## src/rtl/spi_reg_pkg.sv

```systemverilog
// Shared types and constants for the SPI-to-register-bus bridge.
package spi_reg_pkg;

    typedef enum logic [2:0] {
        S_IDLE,
        S_CMD,
        S_WDATA,
        S_WBUS,
        S_RBUS,
        S_RDATA
    } state_t;

    // Command flag positions counted down from the word MSB, so they follow K_DWIDTH.
    localparam int CMD_RNW_FROM_MSB = 0;
    localparam int CMD_INC_FROM_MSB = 1;

    // Word returned to the SPI master when a read times out; sliced to K_DWIDTH.
    localparam logic [63:0] TIMEOUT_FILL = '1;

endpackage

```

## src/rtl/spi_reg_ctrl_if.sv

```systemverilog
// Signal bundle between the SPI slave / register bus and spi_reg_ctrl.
interface spi_reg_ctrl_if #(
    parameter int K_DWIDTH = 16,
    parameter int K_AWIDTH = 8
);
    // i_rx_event and o_tx_valid are single-cycle strobes with no backpressure;
    // o_reg_we/o_reg_re stay high with address/data stable until i_reg_ack or timeout.
    logic                i_selected;
    logic [K_DWIDTH-1:0] i_rx_data;
    logic                i_rx_event;
    logic [K_DWIDTH-1:0] o_tx_data;
    logic                o_tx_valid;
    logic [K_AWIDTH-1:0] o_reg_addr;
    logic [K_DWIDTH-1:0] o_reg_wdata;
    logic                o_reg_we;
    logic                o_reg_re;
    logic [K_DWIDTH-1:0] i_reg_rdata;
    logic                i_reg_ack;
    logic                o_busy;
    logic                o_err;

    modport master (
        input  i_selected, i_rx_data, i_rx_event, i_reg_rdata, i_reg_ack,
        output o_tx_data, o_tx_valid, o_reg_addr, o_reg_wdata,
               o_reg_we, o_reg_re, o_busy, o_err
    );

    modport slave (
        output i_selected, i_rx_data, i_rx_event, i_reg_rdata, i_reg_ack,
        input  o_tx_data, o_tx_valid, o_reg_addr, o_reg_wdata,
               o_reg_we, o_reg_re, o_busy, o_err
    );

endinterface

```

## src/rtl/spi_reg_ctrl.sv

```systemverilog
// Translates SPI command/data words into register-bus reads and writes
// with optional address auto-increment, bus timeout and overrun detection.
module spi_reg_ctrl
    import spi_reg_pkg::*;
#(
    parameter int K_DWIDTH  = 16,
    parameter int K_AWIDTH  = 8,
    parameter int K_TIMEOUT = 15
) (
    input  logic           i_clk,
    input  logic           i_rst_n,
    spi_reg_ctrl_if.master bus,
    output state_t         o_dbg_state
);

    localparam int              K_CW        = $clog2(K_TIMEOUT + 1);
    localparam int              K_RNW_POS   = K_DWIDTH - 1 - CMD_RNW_FROM_MSB;
    localparam int              K_INC_POS   = K_DWIDTH - 1 - CMD_INC_FROM_MSB;
    localparam logic [K_CW-1:0] K_WAIT_LAST = K_CW'(K_TIMEOUT - 1);

    state_t              state_q, state_d;
    logic                sel_prev_q;
    logic [K_AWIDTH-1:0] addr_q, addr_d;
    logic                rnw_q, rnw_d;
    logic                inc_q, inc_d;
    logic [K_DWIDTH-1:0] wdata_q, wdata_d;
    logic                we_q, we_d;
    logic                re_q, re_d;
    logic [K_DWIDTH-1:0] tx_data_q, tx_data_d;
    logic                tx_valid_q, tx_valid_d;
    logic                err_q, err_d;
    logic [K_CW-1:0]     wait_q, wait_d;
    logic [K_AWIDTH-1:0] addr_next;

    assign addr_next = addr_q + K_AWIDTH'(inc_q);

    always_ff @(posedge i_clk or negedge i_rst_n) begin
        if (!i_rst_n) begin
            state_q    <= S_IDLE;
            // Treat select as already high so a transaction in flight at
            // reset release is ignored until a fresh rising edge.
            sel_prev_q <= 1'b1;
            addr_q     <= '0;
            rnw_q      <= 1'b0;
            inc_q      <= 1'b0;
            wdata_q    <= '0;
            we_q       <= 1'b0;
            re_q       <= 1'b0;
            tx_data_q  <= '0;
            tx_valid_q <= 1'b0;
            err_q      <= 1'b0;
            wait_q     <= '0;
        end else begin
            state_q    <= state_d;
            sel_prev_q <= bus.i_selected;
            addr_q     <= addr_d;
            rnw_q      <= rnw_d;
            inc_q      <= inc_d;
            wdata_q    <= wdata_d;
            we_q       <= we_d;
            re_q       <= re_d;
            tx_data_q  <= tx_data_d;
            tx_valid_q <= tx_valid_d;
            err_q      <= err_d;
            wait_q     <= wait_d;
        end
    end

    always_comb begin
        state_d    = state_q;
        addr_d     = addr_q;
        rnw_d      = rnw_q;
        inc_d      = inc_q;
        wdata_d    = wdata_q;
        we_d       = we_q;
        re_d       = re_q;
        tx_data_d  = tx_data_q;
        tx_valid_d = 1'b0;
        err_d      = 1'b0;
        wait_d     = wait_q;

        if (state_q != S_IDLE && !bus.i_selected) begin
            state_d = S_IDLE;
            we_d    = 1'b0;
            re_d    = 1'b0;
        end else begin
            case (state_q)
                S_IDLE: begin
                    if (bus.i_selected && !sel_prev_q) state_d = S_CMD;
                end
                S_CMD: begin
                    if (bus.i_rx_event) begin
                        addr_d = bus.i_rx_data[K_AWIDTH-1:0];
                        rnw_d  = bus.i_rx_data[K_RNW_POS];
                        inc_d  = bus.i_rx_data[K_INC_POS];
                        wait_d = '0;
                        if (bus.i_rx_data[K_RNW_POS]) begin
                            re_d    = 1'b1;
                            state_d = S_RBUS;
                        end else begin
                            state_d = S_WDATA;
                        end
                    end
                end
                S_WDATA: begin
                    if (bus.i_rx_event) begin
                        wdata_d = bus.i_rx_data;
                        we_d    = 1'b1;
                        wait_d  = '0;
                        state_d = S_WBUS;
                    end
                end
                S_WBUS: begin
                    if (bus.i_rx_event) err_d = 1'b1;
                    if (bus.i_reg_ack || wait_q == K_WAIT_LAST) begin
                        if (!bus.i_reg_ack) err_d = 1'b1;
                        we_d    = 1'b0;
                        addr_d  = addr_next;
                        state_d = S_WDATA;
                    end else begin
                        wait_d = wait_q + K_CW'(1);
                    end
                end
                S_RBUS: begin
                    if (bus.i_rx_event) err_d = 1'b1;
                    if (bus.i_reg_ack || wait_q == K_WAIT_LAST) begin
                        if (bus.i_reg_ack) begin
                            tx_data_d = bus.i_reg_rdata;
                        end else begin
                            tx_data_d = TIMEOUT_FILL[K_DWIDTH-1:0];
                            err_d     = 1'b1;
                        end
                        tx_valid_d = 1'b1;
                        re_d       = 1'b0;
                        state_d    = S_RDATA;
                    end else begin
                        wait_d = wait_q + K_CW'(1);
                    end
                end
                S_RDATA: begin
                    // The dummy word that shifted the read data out triggers the next read.
                    if (bus.i_rx_event) begin
                        addr_d  = addr_next;
                        re_d    = 1'b1;
                        wait_d  = '0;
                        state_d = S_RBUS;
                    end
                end
                default: begin
                    state_d = S_IDLE;
                    we_d    = 1'b0;
                    re_d    = 1'b0;
                end
            endcase
        end
    end

    assign bus.o_tx_data   = tx_data_q;
    assign bus.o_tx_valid  = tx_valid_q;
    assign bus.o_reg_addr  = addr_q;
    assign bus.o_reg_wdata = wdata_q;
    assign bus.o_reg_we    = we_q;
    assign bus.o_reg_re    = re_q;
    assign bus.o_busy      = (state_q != S_IDLE);
    assign bus.o_err       = err_q;
    assign o_dbg_state     = state_q;

endmodule

```

## src/flat_wrapper.sv

```systemverilog
// flat-port wrapper written by rule: the top's interface ports become plain ports
module spi_reg_ctrl_flat import spi_reg_pkg::*;
#(
    parameter int K_DWIDTH  = 16,
    parameter int K_AWIDTH  = 8,
    parameter int K_TIMEOUT = 15
)
  (i_clk, i_rst_n, o_dbg_state, bus_i_selected, bus_i_rx_data, bus_i_rx_event, bus_i_reg_rdata, bus_i_reg_ack, bus_o_tx_data, bus_o_tx_valid, bus_o_reg_addr, bus_o_reg_wdata, bus_o_reg_we, bus_o_reg_re, bus_o_busy, bus_o_err);
  spi_reg_ctrl_if #(.K_DWIDTH(K_DWIDTH), .K_AWIDTH(K_AWIDTH)) bus_i ();
  input  logic i_clk;
  input  logic i_rst_n;
  output state_t o_dbg_state;
  input wire logic [$bits(bus_i.i_selected)-1:0] bus_i_selected;
  input wire logic [$bits(bus_i.i_rx_data)-1:0] bus_i_rx_data;
  input wire logic [$bits(bus_i.i_rx_event)-1:0] bus_i_rx_event;
  input wire logic [$bits(bus_i.i_reg_rdata)-1:0] bus_i_reg_rdata;
  input wire logic [$bits(bus_i.i_reg_ack)-1:0] bus_i_reg_ack;
  output wire logic [$bits(bus_i.o_tx_data)-1:0] bus_o_tx_data;
  output wire logic [$bits(bus_i.o_tx_valid)-1:0] bus_o_tx_valid;
  output wire logic [$bits(bus_i.o_reg_addr)-1:0] bus_o_reg_addr;
  output wire logic [$bits(bus_i.o_reg_wdata)-1:0] bus_o_reg_wdata;
  output wire logic [$bits(bus_i.o_reg_we)-1:0] bus_o_reg_we;
  output wire logic [$bits(bus_i.o_reg_re)-1:0] bus_o_reg_re;
  output wire logic [$bits(bus_i.o_busy)-1:0] bus_o_busy;
  output wire logic [$bits(bus_i.o_err)-1:0] bus_o_err;
  assign bus_i.i_selected = bus_i_selected;
  assign bus_i.i_rx_data = bus_i_rx_data;
  assign bus_i.i_rx_event = bus_i_rx_event;
  assign bus_i.i_reg_rdata = bus_i_reg_rdata;
  assign bus_i.i_reg_ack = bus_i_reg_ack;
  assign bus_o_tx_data = bus_i.o_tx_data;
  assign bus_o_tx_valid = bus_i.o_tx_valid;
  assign bus_o_reg_addr = bus_i.o_reg_addr;
  assign bus_o_reg_wdata = bus_i.o_reg_wdata;
  assign bus_o_reg_we = bus_i.o_reg_we;
  assign bus_o_reg_re = bus_i.o_reg_re;
  assign bus_o_busy = bus_i.o_busy;
  assign bus_o_err = bus_i.o_err;
  spi_reg_ctrl #(.K_DWIDTH(K_DWIDTH), .K_AWIDTH(K_AWIDTH), .K_TIMEOUT(K_TIMEOUT)) u_core (.i_clk(i_clk), .i_rst_n(i_rst_n), .bus(bus_i), .o_dbg_state(o_dbg_state));
endmodule
```

## config.mk

```make
export PLATFORM = sky130hd
export DESIGN_NAME = spi_reg_ctrl_flat
export DESIGN_NICKNAME = d
export VERILOG_FILES = /design/src/rtl/spi_reg_pkg.sv /design/src/rtl/spi_reg_ctrl_if.sv /design/src/rtl/spi_reg_ctrl.sv /design/src/flat_wrapper.sv
export SDC_FILE = /design/constraint.sdc
export NUM_CORES = 1
export LEC_CHECK = 0
export BUFFER_PORTS_ARGS = -buffer_cell sky130_fd_sc_hd__buf_2
export CORE_UTILIZATION = 51
export DETAILED_ROUTE_END_ITERATION = 10
export PLACE_DENSITY = 0.8
export SKIP_LAST_GASP = 1
export SYNTH_ARGS = -nofsm -noshare
export SYNTH_HDL_FRONTEND = slang
export SYNTH_SLANG_ARGS = --single-unit
```

## constraint.sdc

```tcl
create_clock -name i_clk -period 2.2 [get_ports i_clk]
set_input_delay 0.22 -clock i_clk [delete_from_list [all_inputs] [get_ports i_clk]]
set_output_delay 0.22 -clock i_clk [all_outputs]
set_load 0.01 [all_outputs]
```

# Word level (Yosys, flattened, before mapping)
# Cells that the tools add are included.
# totals
register_bits,53
inputBits,37
out_inout_bits,48
elab_cells,88
# op_classes
n_addsub,2
eq_ne,20
mux,33
bitwise,1
n_reduce_logical,21
# ops
op,n
3-bit two-way mux,8
8-bit two-way mux,3
8-bit one-hot mux with 3 select lines,1
3-bit one-hot mux with 6 select lines,1
16-bit two-way mux,1
1-bit two-way mux,14
3-bit by 2-bit != test with 1-bit output (second input constant),4
3-bit AND reduction,4
5-bit AND reduction,2
3-bit by 1-bit != test with 1-bit output (second input constant),3
8-bit by 1-bit adder with 8-bit output,1
4-bit two-way mux,2
2-bit by 1-bit != test with 1-bit output (second input constant),4
4-bit one-hot mux with 2 select lines,1
3-bit by 2-bit equality test with 1-bit output (second input constant),2
3-bit equality test (second input constant),2
2-bit != test (second input constant),3
6-bit AND reduction,1
3-bit nonzero test,2
3-bit OR reduction,2
4-bit by 1-bit adder with 4-bit output (second input constant),1
4-bit equality test (second input constant),1
1-bit one-hot mux with 4 select lines,1
4-bit AND reduction,1
other kinds (10),12

# Depth between registers and ports, before layout
# depth
word_depth,5
ltp_mapped,7
ltp_nobuf,6

# Least setup slack after synthesis
# OpenSTA, ideal clock, no wires.
# synth_path
path_type,reg-to-reg
from,register u_core.wait_q[0]
to,register u_core.wait_q[0]
setup_time_ps,125
arrival_ps,1541
required_time_ps,2075
path_slack_ps,534
stages_incl_launch_ff,7
n_path_buf,0
synth_period_minus_slack_ps,1666
cell_sequence,dfrtp_1 > inv_1 > ha_1 > nand3_1 > a221o_1 > nand3_2 > mux2_2
# synth_via
elab_chain_len,4
word_cells_on_any_way,7
cone_classes,1 x add/sub; 2 x eq/ne; 2 x mux; 2 x reduce/logical
# synth_lines
element,line_no,source
"start, declared",spi_reg_ctrl.sv:32,"logic [K_CW-1:0] wait_q, wait_d;"
"start signal, assigned",spi_reg_ctrl.sv:65,wait_q <= wait_d;
branches (longest 4 deep; another with 4-bit by 1-bit adder with 4-bit output),-,
# Several ways; the timed one is not identified. The select of a mux whose other input is x is not followed.
# A chain may end at the register's enable or synchronous reset.

# Worst setup path in the final report
# layout_path
from,register u_core.wait_q[0]
to,register u_core.addr_q[5] (netlist: u_core.bus.o_reg_addr[5])
# layout_via
elab_chain_len,4
# layout_lines
element,line_no,source
4-bit equality test,spi_reg_ctrl.sv:115,if (bus.i_reg_ack || wait_q == K_WAIT_LAST) begin
1-bit logical OR,spi_reg_ctrl.sv:115,
2-bit by 1-bit != test with 1-bit output (no source line),-,
5-bit AND reduction (no source line),-,
"end signal, assigned",spi_reg_ctrl.sv:56,addr_q <= addr_d;
"end, declared",spi_reg_ctrl.sv:23,"logic [K_AWIDTH-1:0] addr_q, addr_d;"
# No other way between the ends.

==> run metrics <==
status=finished, final reports clean; CP Capture Type=flip-flop; post-route DRC violation count=0; number of levels the H-tree was split into=2; post-detailed-placement half-perimeter wirelength=between 4 and 5 mm; proportion of layout cells with a drive suffix above 1=between 40 and 50%; origin of the worst setup path=u_core.wait_q[0]$_DFFE_PN0P_; CP Buf/Inv Count=2; clock skew after layout=0.01161 ns; area of placed instances=3105 sq um; number of placement rows=25; post-detailed-route wirelength per cell=15.82 um; DRT Wirelength=6.026 mm; post-synthesis instance total=~230; power per cell area=1322 nW/um^2; startpoint of the worst-slack reg-to-reg timing path=u_core.wait_q[0]$_DFFE_PN0P_; Die Outline Area=5486 sq um; minimum clock period after layout=around 1.9 ns; Port Buffer Count=between 80 and 90; maximum root-to-sink buffer count=2; post-route standard cell area excluding fillers=roughly 3200 sq um; dominant cell type by area after synthesis=sky130_fd_sc_hd__dfrtp_1; peak supply drop=0.0007350 V; Core ar.=roughly 4800 sq um; synth unique cells=between 50 and 60; complex-gate fraction of the synthesized area=a little over a fifth; relative slew slack=62.37%; cell at the root of the clock tree=sky130_fd_sc_hd__clkbuf_8; Stages on worst setup path=7; post-layout net count=around 350; cell type of the slowest stage on the worst timing path=sky130_fd_sc_hd__dfrtp_1; final clock period utilization by the worst path=85.02%; Fmax achieved=534.6 MHz; portion of the post-synthesis area used by sequential elements=about half; fraction of registers with async set or reset after synthesis=100.0%; die extent in x=around 74 um; critical path type=flip-flop to flip-flop; Yosys warning count=0; post-synthesis to final-layout area growth=20.88%; Slew @ Worst Pin=~0.56 ns; startpoint of the lowest-slack hold path=bus_i_reg_rdata[12]; Critical Path End=u_core.bus.o_reg_addr[5]$_DFFE_PN0P_; most common cell after layout, fill and taps aside=sky130_fd_sc_hd__buf_2; post-route insts no fill=about 380; ratio of routed vias to standard cells=5.622; slack of the worst reg-to-reg path=0.33 ns; detailed-router iteration count before antenna repair=4; number of enable-type register cells in the synthesized netlist=0; part of the total power dissipated in sequential elements=roughly two fifths; cell-internal power=between 2 and 3 mW; Finish-stage setup viols=0; simple-gate portion of the synthesized area=a little under an eighth; initial core utilization=54.63%; I/O pin total=85; via count of the first global-routing pass=2046; chip height=around 74 um; synthesized netlist net count=roughly 270; combinational family with the most area after synthesis=compound AO/OA/AOI/OAI gates; number of cells traversed by the worst hold path=2; clock-pin slew of the registers on the worst-case setup and hold paths=0.10 ns; adder and majority gate portion of the synthesized area=1.889%; leading cell types by total area after synthesis=sky130_fd_sc_hd__dfrtp_1, sky130_fd_sc_hd__mux2_2, sky130_fd_sc_hd__o22a_1, sky130_fd_sc_hd__buf_6, sky130_fd_sc_hd__nand3_1; pre-CTS setup slack=between 0.3 and 0.4 ns; count of maximum capacitance violations=0; count of antenna-violating nets left after detailed routing=0; clock latency of the later-clocked register in the worst-skew pair=around 0.30 ns; largest fanout on the critical path=16; initial antenna violation count=0; Yosys top cell area share=roughly half; number of buffers created by CTS=5; worst hold-check path type=primary input to flip-flop; CTS tree=yes; post-synthesis share of cell area spent on xor and xnor gates=0.6141%; Hold Violations, Final=0; power share of the combinational group=between 40% and 50%; net switching share of the total power=around two fifths; fraction of the core area covered by cells at the end of the flow=about two thirds; cell-by-cell listing of the critical path=inv_1, ha_1, a31oi_2, o41ai_4, buf_4, a21boi_2, a2bb2oi_2; clk sinks=53; global-route usage over all layers=around a quarter; number of synthesized register bits=53; setup repair after global routing missed its margin=false; Post-CTS Setup Repair Bufs=0; global route overflow=0; First DRT Iteration DRCs=238; multiplexer fraction of the synthesized cell area=between 8 and 9%; post-synthesis instance area=roughly 2600 sq um; arrival time at the worst endpoint=about 2.1 ns; worst path required time=2.44 ns; leading cell types in the layout, fill and taps excluded=sky130_fd_sc_hd__buf_2, sky130_fd_sc_hd__dfrtp_1, sky130_fd_sc_hd__mux2_2; Psw=roughly 1.7 mW; number of cell instances on the worst register-to-register path=7; Worst Setup Slack, final=0.3295 ns; pin count of the biggest net entering global routing=25; category of cells accounting for the largest share of critical-path delay=compound AO/OA/AOI/OAI gates; share of total power in the clock network=about an eighth; number of pins with negative max-slew slack in the final report=0; mean post-synth cell area=about 12 sq um; worst r2r dst=u_core.bus.o_reg_addr[5]$_DFFE_PN0P_; Top FF cell, synth=sky130_fd_sc_hd__dfrtp_1; filler instances=388; reported leakage power=~1.5 nW; vias post-DR=between 2000 and 2500; sum of negative setup slack=0 ns; routability cong.=~0.88; first-pass GRT wire length=9.977 mm; largest stage delay on the critical path=between 0.4 and 0.5 ns; startpoint type of the worst setup path=flip-flop; ant diodes=0; Post-Place Cells=around 370
[area by class of cell]
cell class	instances	area (sq um)	share of cell area (%)
sequential	53	1328	41.46
timing repair buffer	95	505.5	15.79
clock inverter	2	13.76	0.4299
inverter	8	30.03	0.9379
multi-input combinational	150	1169	36.50
tap	67	83.83	2.618
clock buffer	6	72.57	2.267
[cell usage after synthesis, drive strengths merged (2+ instances only)]
cell	number
dfrtp	52
mux2	19
o22a	16
nor2	13
nand3	12
buf	11
nand2	11
o21ai	10
a21oi	8
inv	8
ha	4
nand2b	4
a22oi	3
a2bb2oi	3
a31oi	3
clkbuf	3
nand4	3
o22ai	3
o2bb2ai	3
a21boi	2
a21o	2
and2	2
nor2b	2
nor3	2
nor3b	2
o2111ai	2
o211ai	2
o31ai	2
o41ai	2
[sequential cells by signal (all words and copies together), names as in the netlist]
| register | count |
|---|---|
| u_core.bus.o_reg_wdata | 16 |
| u_core.bus.o_tx_data | 16 |
| u_core.bus.o_reg_addr | 8 |
| u_core.wait_q | 4 |
| u_core.o_dbg_state | 3 |
| u_core.bus.o_err | 1 |
| u_core.bus.o_reg_re | 1 |
| u_core.bus.o_reg_we | 1 |
| u_core.bus.o_tx_valid | 1 |
| u_core.inc_q | 1 |
| u_core.sel_prev_q | 1 |
[through the flow]
stage / hold WS, ns / power [mW]
detailed placement: 0.1477 / 3.701
CTS: 0.1122 / 4.255
global route: 0.1077 / 4.559
floorplan: -0.07559 / 3.017
finish: 0.1204 / 4.233
global placement: 0.1504 / 3.624
[worst reg2reg max path, delay by kind of cell (launching register included)]
kind / cells / cell delay, ns
AO/OA/AOI/OAI: 4 / 0.83
flip-flops: 1 / 0.42
buffers and inverters: 2 / 0.33
adder cells (fa/ha/maj): 1 / 0.22
[cells by family after synthesis]
kind of cell,after synthesis
compound gates,68
flops,53
buf+inv,22
simple gates,58
fa+ha+maj,4
mux,19
xor+xnor,1
[per-layer routing]
metal | GRT usage [%] | vias up | wire length (um)
met5 | 0 | - | 0
met4 | 6.838 | 0 | 58
met3 | 7.046 | 6 | 403
met2 | 36.67 | 81 | 2889
met1 | 33.18 | 1040 | 2674
li1 | - | 1015 | -
[worst min path at each step]
| stage | endpoint | slack [ns] |
|---|---|---|
| 6_report | u_core.bus.o_tx_data[12]$_DFFE_PN0P_ | 0.12 |
| 5_1_grt | u_core.bus.o_tx_data[13]$_DFFE_PN0P_ | 0.11 |
| 4_1_cts | u_core.bus.o_tx_data[13]$_DFFE_PN0P_ | 0.11 |
| 3_5_place_dp | u_core.bus.o_tx_data[15]$_DFFE_PN0P_ | 0.15 |
| 3_3_place_gp | u_core.bus.o_tx_data[15]$_DFFE_PN0P_ | 0.15 |
| 2_1_floorplan | u_core.bus.o_err$_DFF_PN0_ | -0.08 |
[power groups by stage]
stage	Sequential (mW)	Clock [mW]	Combinational, mW
global placement	1.69	0	1.93
finish	1.71	0.549	1.97
floorplan	1.87	0	1.15
CTS	1.71	0.566	1.98
detailed placement	1.72	0	1.98
global route	1.78	0.609	2.17
[what timing repair did]
item | in CTS | in global routing
hold buffers | 1 | 0
resized for setup | 0 | 0
endpoints found under the hold margin | 13 | 0
(Power assumes the default switching activity.)
